## src/rtl/ifu_iccm_arb.sv

```systemverilog
// ICCM port arbiter between instruction fetch and DMA, with in-order DMA read returns.
// Starvation protection (forced fetch stall + bounded DMA hold) is built when RV_ICCM_DMA_STARVE_EN is defined.
module ifu_iccm_arb #(
  parameter int STARVE_MAX = 15,
  parameter int HOLD_MAX   = 8,
  parameter int RD_LAT     = 2
) (
  input  logic       clk,
  input  logic       rst,
  input  logic       ifc_fetch_req_f1,
  input  logic       ifc_iccm_access_f1,
  input  logic       ifc_dma_access_ok,
  input  logic       dma_iccm_req,
  input  logic       dma_iccm_wr,
  input  logic [2:0] dma_iccm_tag,
  output logic       iccm_dma_gnt,
  output logic       iccm_fetch_gnt,
  output logic       dma_iccm_stall_any,
  output logic       iccm_dma_rvalid,
  output logic [2:0] iccm_dma_rtag,
  output logic [2:0] iccm_dma_rd_outstanding
);

  typedef enum logic [1:0] {
    IDLE  = 2'b00,
    WAIT  = 2'b01,
    FORCE = 2'b10,
    HOLD  = 2'b11
  } arbState_t;

  if (STARVE_MAX < 2 || STARVE_MAX > 255 || HOLD_MAX < 1 || HOLD_MAX > 255 ||
      RD_LAT < 1 || RD_LAT > 4) begin : g_badParams
    $error("ifu_iccm_arb: parameter out of legal range");
  end

  arbState_t   r_state;
  arbState_t   w_nextState;
  logic        w_dmaGnt;
  logic        w_rdGnt;
  logic [RD_LAT-1:0] r_rdVld;
  logic [2:0]  r_rdTag [RD_LAT];
  logic [2:0]  r_rdOut;

`ifdef RV_ICCM_DMA_STARVE_EN
  localparam logic [7:0] STARVE_LAST = 8'(STARVE_MAX - 1);
  localparam logic [7:0] HOLD_LAST   = 8'(HOLD_MAX - 1);

  logic [7:0]  r_waitCnt;
  logic [7:0]  r_holdCnt;
  logic        r_stall;
`endif

  always_ff @(posedge clk or posedge rst) begin
    if (rst) begin
      r_state <= IDLE;
    end else begin
      r_state <= w_nextState;
    end
  end

  always_comb begin
    w_nextState = r_state;
    case (r_state)
      IDLE: begin
        if (dma_iccm_req && !ifc_dma_access_ok) begin
          w_nextState = WAIT;
        end
      end
      WAIT: begin
        if (!dma_iccm_req || ifc_dma_access_ok) begin
          w_nextState = IDLE;
        end
`ifdef RV_ICCM_DMA_STARVE_EN
        else if (r_waitCnt == STARVE_LAST) begin
          w_nextState = FORCE;
        end
`endif
      end
`ifdef RV_ICCM_DMA_STARVE_EN
      FORCE: w_nextState = HOLD;
      HOLD: begin
        if (!dma_iccm_req || r_holdCnt == HOLD_LAST) begin
          w_nextState = IDLE;
        end
      end
`endif
      default: w_nextState = IDLE;
    endcase
  end

  // Grants are combinational and forced low while reset is held.
  always_comb begin
    w_dmaGnt = 1'b0;
    case (r_state)
      IDLE, WAIT: w_dmaGnt = dma_iccm_req & ifc_dma_access_ok;
`ifdef RV_ICCM_DMA_STARVE_EN
      HOLD:       w_dmaGnt = dma_iccm_req;
`endif
      default:    w_dmaGnt = 1'b0;
    endcase
    iccm_dma_gnt   = w_dmaGnt & ~rst;
    iccm_fetch_gnt = ifc_fetch_req_f1 & ifc_iccm_access_f1 & ~iccm_dma_gnt & ~rst;
  end

`ifdef RV_ICCM_DMA_STARVE_EN
  always_ff @(posedge clk or posedge rst) begin
    if (rst) begin
      r_waitCnt <= '0;
      r_holdCnt <= '0;
      r_stall   <= 1'b0;
    end else begin
      if (w_nextState == WAIT) begin
        if (r_state != WAIT) begin
          r_waitCnt <= 8'd1;
        end else if (r_waitCnt != 8'hFF) begin
          r_waitCnt <= r_waitCnt + 8'd1;
        end
      end else begin
        r_waitCnt <= '0;
      end
      // Staying in HOLD always implies a grant was issued this cycle.
      if (r_state == HOLD && w_nextState == HOLD) begin
        if (r_holdCnt != 8'hFF) begin
          r_holdCnt <= r_holdCnt + 8'd1;
        end
      end else begin
        r_holdCnt <= '0;
      end
      r_stall <= (w_nextState == FORCE) || (w_nextState == HOLD);
    end
  end

  assign dma_iccm_stall_any = r_stall;
`else
  assign dma_iccm_stall_any = 1'b0;
`endif

  assign w_rdGnt = iccm_dma_gnt & ~dma_iccm_wr;

  always_ff @(posedge clk or posedge rst) begin
    if (rst) begin
      r_rdVld <= '0;
      for (int i = 0; i < RD_LAT; i++) begin
        r_rdTag[i] <= '0;
      end
    end else begin
      r_rdVld[0] <= w_rdGnt;
      r_rdTag[0] <= w_rdGnt ? dma_iccm_tag : 3'd0;
      for (int i = 1; i < RD_LAT; i++) begin
        r_rdVld[i] <= r_rdVld[i-1];
        r_rdTag[i] <= r_rdTag[i-1];
      end
    end
  end

  assign iccm_dma_rvalid = r_rdVld[RD_LAT-1];
  assign iccm_dma_rtag   = r_rdTag[RD_LAT-1];

  always_ff @(posedge clk or posedge rst) begin
    if (rst) begin
      r_rdOut <= '0;
    end else begin
      case ({w_rdGnt, iccm_dma_rvalid})
        2'b10:   r_rdOut <= r_rdOut + 3'd1;
        2'b01:   r_rdOut <= r_rdOut - 3'd1;
        default: r_rdOut <= r_rdOut;
      endcase
    end
  end

  assign iccm_dma_rd_outstanding = r_rdOut;

endmodule

```

## config.mk

```make
export PLATFORM = sky130hd
export DESIGN_NAME = ifu_iccm_arb
export DESIGN_NICKNAME = d
export VERILOG_FILES = /design/src/rtl/ifu_iccm_arb.sv
export SDC_FILE = /design/constraint.sdc
export NUM_CORES = 1
export LEC_CHECK = 0
export BUFFER_PORTS_ARGS = -buffer_cell sky130_fd_sc_hd__buf_2
export CORE_AREA = 5 5 42 44
export CTS_CLUSTER_SIZE = 14
export DETAILED_ROUTE_END_ITERATION = 16
export DIE_AREA = 0 0 47 49
export GPL_TIMING_DRIVEN = 1
export HOLD_SLACK_MARGIN = 0.15
export PLACE_DENSITY_LB_ADDON = 0.12
export SLEW_MARGIN = 20
export SYNTH_ARGS = -nofsm -noshare
export SYNTH_HDL_FRONTEND = slang
export SYNTH_SLANG_ARGS = --single-unit
```

## constraint.sdc

```tcl
create_clock -name clk -period 1.7 [get_ports clk]
set_input_delay 0.17 -clock clk [delete_from_list [all_inputs] [get_ports clk]]
set_output_delay 0.17 -clock clk [all_outputs]
set_load 0.05 [all_outputs]
```

; Word level (Yosys, flattened, before mapping)
; Index checks and enable logic that the tools add are counted.
[op_classes]
add_sub_neg = 2
n_eq_ne = 5
n_mux = 6
bitwise_logic = 9
reduce_logical = 8
[ops]
columns = cell, n
row1 = 1-bit AND, 6
row2 = 3-bit one-hot mux with 2 select lines, 1
row3 = 2-bit by 1-bit == test with 1-bit output (second input constant), 2
row4 = 2-bit two-way mux, 2
row5 = 2-bit inequality test (second input constant), 2
row6 = 2-bit one-hot mux with 2 select lines, 1
row7 = 3-bit by 1-bit adder with 3-bit output (second input constant), 1
row8 = 3-bit two-way mux, 1
row9 = 1-bit inverter, 3
row10 = 3-bit by 1-bit subtractor with 3-bit output (second input constant), 1
row11 = 2-bit == test (second input constant), 1
row12 = 1-bit zero test, 2
row13 = 2-bit zero test, 1
row14 = 2-bit AND reduction, 1
row15 = 2-bit nonzero test, 1
row16 = 2-bit OR reduction, 1
row17 = 1-bit logical AND, 1
row18 = 1-bit logical OR, 1
row19 = 1-bit two-way mux, 1
[word_totals]
reg_bits = 13
input_bits = 10
out_inout_bits = 10
elab_cells = 35

; Longest topological paths before layout
; Gate-level depths: netlist of the first run.
[logic_depth]
word_depth = 7
depth_mapped = 7
mapped_depth_nobuf = 6

; Worst setup path after synthesis of the first run
; OpenSTA, ideal clock, no wires.
[synth_timing]
path_type = input to output
start = input port rst
end = output port iccm_fetch_gnt
t_arrival_ps = 1909
t_required_ps = 1530
setup_slack_ps = -379
stages = 3
path_cell_list = inv_1 -> and3_1 -> nor3_1
[synth_via]
elab_chain_cells = 5
[synth_lines]
columns = item, line_no
row1 = start: declaration, 9  ; input logic rst,
row2 = 1-bit inverter, 101  ; iccm_dma_gnt = w_dmaGnt & ~rst;
row3 = 1-bit AND, 101
row4 = via iccm_dma_gnt, 16  ; output logic iccm_dma_gnt,
row5 = 1-bit inverter, 102  ; iccm_fetch_gnt = ifc_fetch_req_f1 & ifc_iccm_access_f1 & ~iccm_dma_gnt & ~rst;
row6 = 1-bit AND (2 in series), 102
row7 = end: declaration, 17  ; output logic iccm_fetch_gnt,
; The timed path passes the listed nets, and every way through them passes these cells.

; Worst setup path in the final report of the first run
[layout_timing]
start = register r_rdVld[1]
end = register r_rdOut[2] (netlist: iccm_dma_rd_outstanding[2])
[layout_via]
elab_chain_cells = 2
[layout_lines]
columns = item, line_no
row1 = start: declaration, 40  ; logic [RD_LAT-1:0] r_rdVld;
row2 = start signal: indexed assignment, 150  ; r_rdVld[i] <= r_rdVld[i-1];
row3 = 2-bit by 1-bit == test with 1-bit output / 2-bit == test (equally long branches), 163  ; case ({w_rdGnt, iccm_dma_rvalid})
row4 = 3-bit one-hot mux with 2 select lines / 2-bit nonzero test (equally long branches), n/a
row5 = end signal: assignment, 164  ; 2'b10: r_rdOut <= r_rdOut + 3'd1;
row6 = end signal: assignment, 165  ; 2'b01: r_rdOut <= r_rdOut - 3'd1;
row7 = end signal: assignment, 166  ; default: r_rdOut <= r_rdOut;
row8 = end: declaration, 42  ; logic [2:0] r_rdOut;
; Several ways; a longest one is shown, not always the timed one.
; A chain may end at the register's enable or synchronous reset.

==> results_dict.tcl, run 1 <==
set metrics [dict create \
    grt_pass1_vias 342 \
    crit_fanout 5 \
    criticalPathCategory "flop to flop" \
    layout.nets 71 \
    drive_above_1_share_pct 49.2 \
    cts_tree "built" \
    die-area_mm2 0.00230 \
    r2r-end "iccm_dma_rd_outstanding[2]$_DFFE_PP0P_" \
    grt_max_degree 12 \
    vdd_ir_drop_max_mv 0.462 \
    critical_path.startpoint "r_rdVld[1]$_DFF_PP0_" \
    die_w_um 47 \
    grt_usage_pct 8.56 \
    multi_input_area_um2 150 \
    rr_worst_depth 5 \
    holdPathStages 3 \
    rsz0062_at_grt "no" \
    core-area_mm2 0.00140 \
    register_area_um2 275 \
    antenna_found_initial 0 \
    fin_skew_ns 0.00135 \
    n_fill_cell 146 \
    dp_cells 67 \
    ant_nets 0 \
    antenna_cells 0 \
    fin_util_pct 45.4 \
    root_buffer "clkbuf_4" \
    insertion_delay_ns 0.26 \
    total_power_w 0.000825 \
    synth_top_area_share_pct 59.6 \
    p_leak_nw 0.348 \
    cts.sinks 11 \
    r2r_slack_ns 0.16 \
    r2r-start "r_rdVld[1]$_DFF_PP0_" \
    avgSynthCellArea_um2 13.6 \
    cts-buffers-inserted 3 \
    grt_pass1_wl_um 1320 \
    hold_violations 0 \
    min_from "dma_iccm_wr" \
    fin_crit_sh_pct 90.8 \
    synth_fp_nets 45 \
    first_pass_iters 1 \
    io_buffer_count 18 \
    crit_path_start_kind "flop" \
    ys_seq_elements 11 \
    fmaxAchievable_mhz 648 \
    routed_wirelength_um 836 \
    layout_min_cycle_time_ns 1.54 \
    instances_no_fill 75 \
    cts.repair.resized 0 \
    finalWorstSetupSlack_ns 0.156 \
    path_clk_slew_ns 0.07 \
    dr.first_iter.drc_count 0 \
    yosysUniqueCellTypes 15 \
    place_congestion 0.654 \
    hold_end "r_rdVld[0]$_DFF_PP0_" \
    p_per_area_mw_per_mm2 1300 \
    ioPinCount 20 \
    clk_path_buf_depth 2 \
    hpwl_um 662 \
    globalRouteOverflowTotal 0 \
    final-setup-viol-count 0 \
    worst_ep_arrival_time_ns 1.73 \
    yosysSeqAreaShare_pct 59.6 \
    routed-via-count 316 \
    maxSlewViolCount 0 \
    start_util_pct 32.9 \
    crit_path_end_kind "flop" \
    ys.warnings.count 0 \
    yosys-top-cells-area "dfrtp_1 60%, buf_4 8.1%, fa_1 4.3%" \
    pre_cts_slack_ns -0.0507 \
    synthCells 34 \
    cts_max_level 1 \
    via_per_inst 4.21 \
    die_h_um 49 \
    drcViolationCount 0 \
    netlist_area_um2 462 \
    min_path_type "input pin to flop" \
    row_count 14 \
    drv_cap 0 \
    cp.required_ns 1.89 \
    syn_to_final_growth_pct 37.9 \
    status "finished clean" \
    synth_top_cell_by_area "dfrtp_1" \
    wire_per_inst_um 11.1 \
]
[cell type report]
type / instances / area share, %
Tap cell: 16 / 3.14
Inverter: 1 / 0.589
Clock buffer: 3 / 3.54
Timing Repair Buffer: 26 / 25.1
Multi-Input combinational cell: 17 / 23.6
Sequential cell: 11 / 43.2
Clock inverter: 1 / 0.786
[cells by family after synthesis]
family                   after synthesis  synth area share (%)
adder cells (fa/ha/maj)                1                  4.34
buffers and inverters                  6                  8.94
AND/OR/NAND/NOR                       10                  13.6
other                                  1                 0.812
flip-flops                            11                  59.6
multiplexers                           2                  5.42
XOR/XNOR                               3                  7.32
[registers in the layout (all words and copies together), names as in the netlist]
| name | count |
|---|---|
| iccm_dma_rd_outstanding | 3 |
| iccm_dma_rtag | 3 |
| r_rdTag | 3 |
| r_rdVld | 2 |
[where the power goes]
part / internal, W / switching [W] / leakage, nW / total (W)
clock network: 0.0000870 / 0.0000866 / 0.0177 / 0.000174
registers: 0.000302 / 0.0000371 / 0.146 / 0.000339
logic: 0.000106 / 0.000207 / 0.184 / 0.000313
total: 0.000495 / 0.000331 / 0.348 / 0.000825
[layer usage]
layer / global-route usage [%] / vias to the layer above / share of wire (%)
li1: - / 150 / -
met1: 6.64 / 151 / 33
met2: 14.7 / 13 / 56
met3: 4.06 / 2 / 9.8
met4: 6.91 / 0 / 1.4
met5: 0 / - / 0
[cell usage in the layout (no fill, tap or decap), types with 2 or more instances in the layout]
master / n
buf_2: 18
nor2b_1: 3
dfrtp_1: 11
dlygate4sd3_1: 4
and2_1: 3
clkbuf_4: 3
xnor2_1: 2
buf_4: 4
[critical path, cell delays in order (launching register included)]
cell     delay, ns
dfrtp_1       0.43
nor2b_1       0.16
fa_1          0.38
nor2b_1       0.15
mux2i_1       0.20
xnor2_1       0.15
[stage by stage]
stage	instance area [um2]	setup TNS (ns)	hold slack, ns
after CTS	637	0	0.234
after floorplan	467	0	0.0279
final	637	0	0.242
after detailed placement	569	-0.0507	0.318
after global routing	637	0	0.248
after global placement	569	0	0.303
[worst max path at each step]
stage,endpoint,slack (ns)
floorplan,iccm_dma_rd_outstanding[2]$_DFFE_PP0P_,0.002
CTS,iccm_dma_rd_outstanding[2]$_DFFE_PP0P_,0.13
detailed placement,iccm_dma_rd_outstanding[2]$_DFFE_PP0P_,-0.05
global route,iccm_dma_rd_outstanding[2]$_DFFE_PP0P_,0.08
finish,iccm_dma_rd_outstanding[2]$_DFFE_PP0P_,0.16
global placement,iccm_dma_rd_outstanding[2]$_DFFE_PP0P_,0.002
[cells in the mapped netlist]
cell / instances
and3_1: 1
mux2i_1: 1
nand2_1: 1
xnor2_2: 1
fa_1: 1
xnor2_1: 2
buf_4: 5
inv_1: 1
nor4bb_1: 1
nor3_1: 1
conb_1: 1
and2_1: 3
dfrtp_1: 11
mux2_4: 1
nor2b_1: 3
[what timing repair did]
action | in CTS | in global routing
buffers inserted | 0 | 0
hold endpoints to repair | 14 | 0
hold buffers | 4 | 0
No activity file was read; power rests on OpenSTA's default activity.
==> run 2: changes to the inputs <==
==> constraint.sdc (replaced) <==
create_clock -name clk -period 1.85 [get_ports clk]
set_input_delay 0.185 -clock clk [delete_from_list [all_inputs] [get_ports clk]]
set_output_delay 0.185 -clock clk [all_outputs]
set_load 0.05 [all_outputs]
==> results_dict.tcl, run 2 (same netlist as run 1, synthesis figures left out) <==
set metrics [dict create \
    drcViolationCount 0 \
    cpMostUsedCell "nor2b_1" \
    root_buffer "clkbuf_4" \
    crit_cells 5 \
    p_leak_nw 0.338 \
    path_clk_slew_ns 0.07 \
    ioPinCount 20 \
    critical_path.startpoint "r_rdVld[1]$_DFF_PP0_" \
    finalWorstSetupSlack_ns 0.342 \
    fmaxAchievable_mhz 663 \
    die_w_um 47 \
    hpwl_um 599 \
    routed_wirelength_um 742 \
    drv_cap 0 \
    place_congestion 0.657 \
    hold_violations 0 \
    fin_skew_ns 0.00183 \
    cp.required_ns 2.03 \
    cp_top_family "flip-flops" \
    tns_ns 0 \
    rsz0062_at_grt "no" \
    insertion_delay_ns 0.26 \
    criticalPathCategory "flop to flop" \
    start_util_pct 32.9 \
    crit_path_end_kind "flop" \
    core-area_mm2 0.00140 \
    grt_max_degree 12 \
    fin_util_pct 44.4 \
    cp_slowest_cell "dfrtp_1" \
    mostFrequentLayoutCells "18 x buf_2, 11 x dfrtp_1, 4 x dlygate4sd3_1" \
    layout_min_cycle_time_ns 1.51 \
    io_buffer_count 18 \
    row_count 14 \
    syn_to_final_growth_pct 34.7 \
    layout.nets 69 \
    final-setup-viol-count 0 \
    routed-via-count 311 \
    crit_chain "nor2b_1, fa_1, nor2b_1, mux2i_1, xnor2_1" \
    ant_nets 0 \
    instances_no_fill 73 \
    worst-path-buf-inv 0 \
    globalRouteOverflowTotal 0 \
    p_per_area_mw_per_mm2 1200 \
    postCtsSetupRepairBufs 0 \
    final_common_cell "buf_2" \
    via_per_inst 4.26 \
    grt_pass1_wl_um 1240 \
    status "finished clean" \
    antenna_cells 0 \
    cts.sinks 11 \
    pre_cts_slack_ns 0.173 \
    cts-buffers-inserted 3 \
    slowest_delay_ns 0.43 \
    vdd_ir_drop_max_mv 0.428 \
    r2r-end "iccm_dma_rd_outstanding[2]$_DFFE_PP0P_" \
    drive_above_1_share_pct 47.4 \
    dp_cells 65 \
    grt_usage_pct 7.70 \
    min_path_type "input pin to flop" \
    clk_path_buf_depth 2 \
    wire_per_inst_um 10.2 \
    die_h_um 49 \
    crit_path_start_kind "flop" \
    r2r_slack_ns 0.34 \
    die-area_mm2 0.00230 \
    first_pass_iters 3 \
    critPathCapture "iccm_dma_rd_outstanding[2]$_DFFE_PP0P_" \
    antenna_found_initial 0 \
    fin_crit_sh_pct 81.5 \
    r2r-start "r_rdVld[1]$_DFF_PP0_" \
    maxSlewViolCount 0 \
    dr.first_iter.drc_count 1 \
    cts_tree "built" \
    crit_fanout 5 \
    cts_max_level 1 \
    holdWs_ns 0.244 \
    grt_pass1_vias 315 \
    worst_ep_arrival_time_ns 1.69 \
    rr_worst_depth 5 \
]
## run 2: area by class of cell
class,instances,area (um2)
multi-input combinational,17,150
timing repair buffer,24,145
tap,16,20.0
clock buffer,3,22.5
clock inverter,1,5.00
fill,135,779
inverter,1,3.75
sequential,11,275
## run 2: worst register-to-register path, cell delays in order, from the launching register on
cell     delay [ns]
dfrtp_1        0.43
nor2b_1        0.17
fa_1           0.38
nor2b_1        0.14
mux2i_1        0.17
xnor2_1        0.14
## run 2: how the worst min path moves through the flow
stage	from	end	slack, ns	depth (start not counted)
finish	dma_iccm_wr	r_rdVld[0]$_DFF_PP0_	0.24	3
global placement	rst	r_rdVld[0]$_DFF_PP0_	0.21	2
CTS	dma_iccm_wr	r_rdVld[0]$_DFF_PP0_	0.24	3
detailed placement	rst	r_rdVld[0]$_DFF_PP0_	0.24	2
global route	dma_iccm_wr	r_rdVld[0]$_DFF_PP0_	0.25	3
floorplan	rst	iccm_dma_rd_outstanding[0]$_DFFE_PP0P_	0.04	1
## run 2: where the power goes
part	internal, W	total [W]	leakage, nW	switching, W
Sequential	0.000278	0.000313	0.146	0.0000353
Clock	0.0000799	0.000158	0.0177	0.0000777
Combinational	0.0000929	0.000278	0.175	0.000185
Total	0.000450	0.000748	0.338	0.000298
## run 2: stage by stage
stage / instance area [um2] / total power [W]
finish: 622 / 0.000748
CTS: 622 / 0.000762
global route: 622 / 0.000802
floorplan: 467 / 0.000530
global placement: 554 / 0.000593
detailed placement: 554 / 0.000593
## run 2: timing repair
action | in CTS | in global routing
hold endpoints to repair | 14 | 0
resized for setup | 0 | 0
hold buffers | 4 | 0
## run 2: routing by layer
metal  track usage, %  wire [um]  vias to the layer above
met5                0          0                        -
met4             5.53          0                        0
met3             3.32         76                        0
met2             12.0        393                       13
met1             7.78        272                      150
li1                 -          -                      148
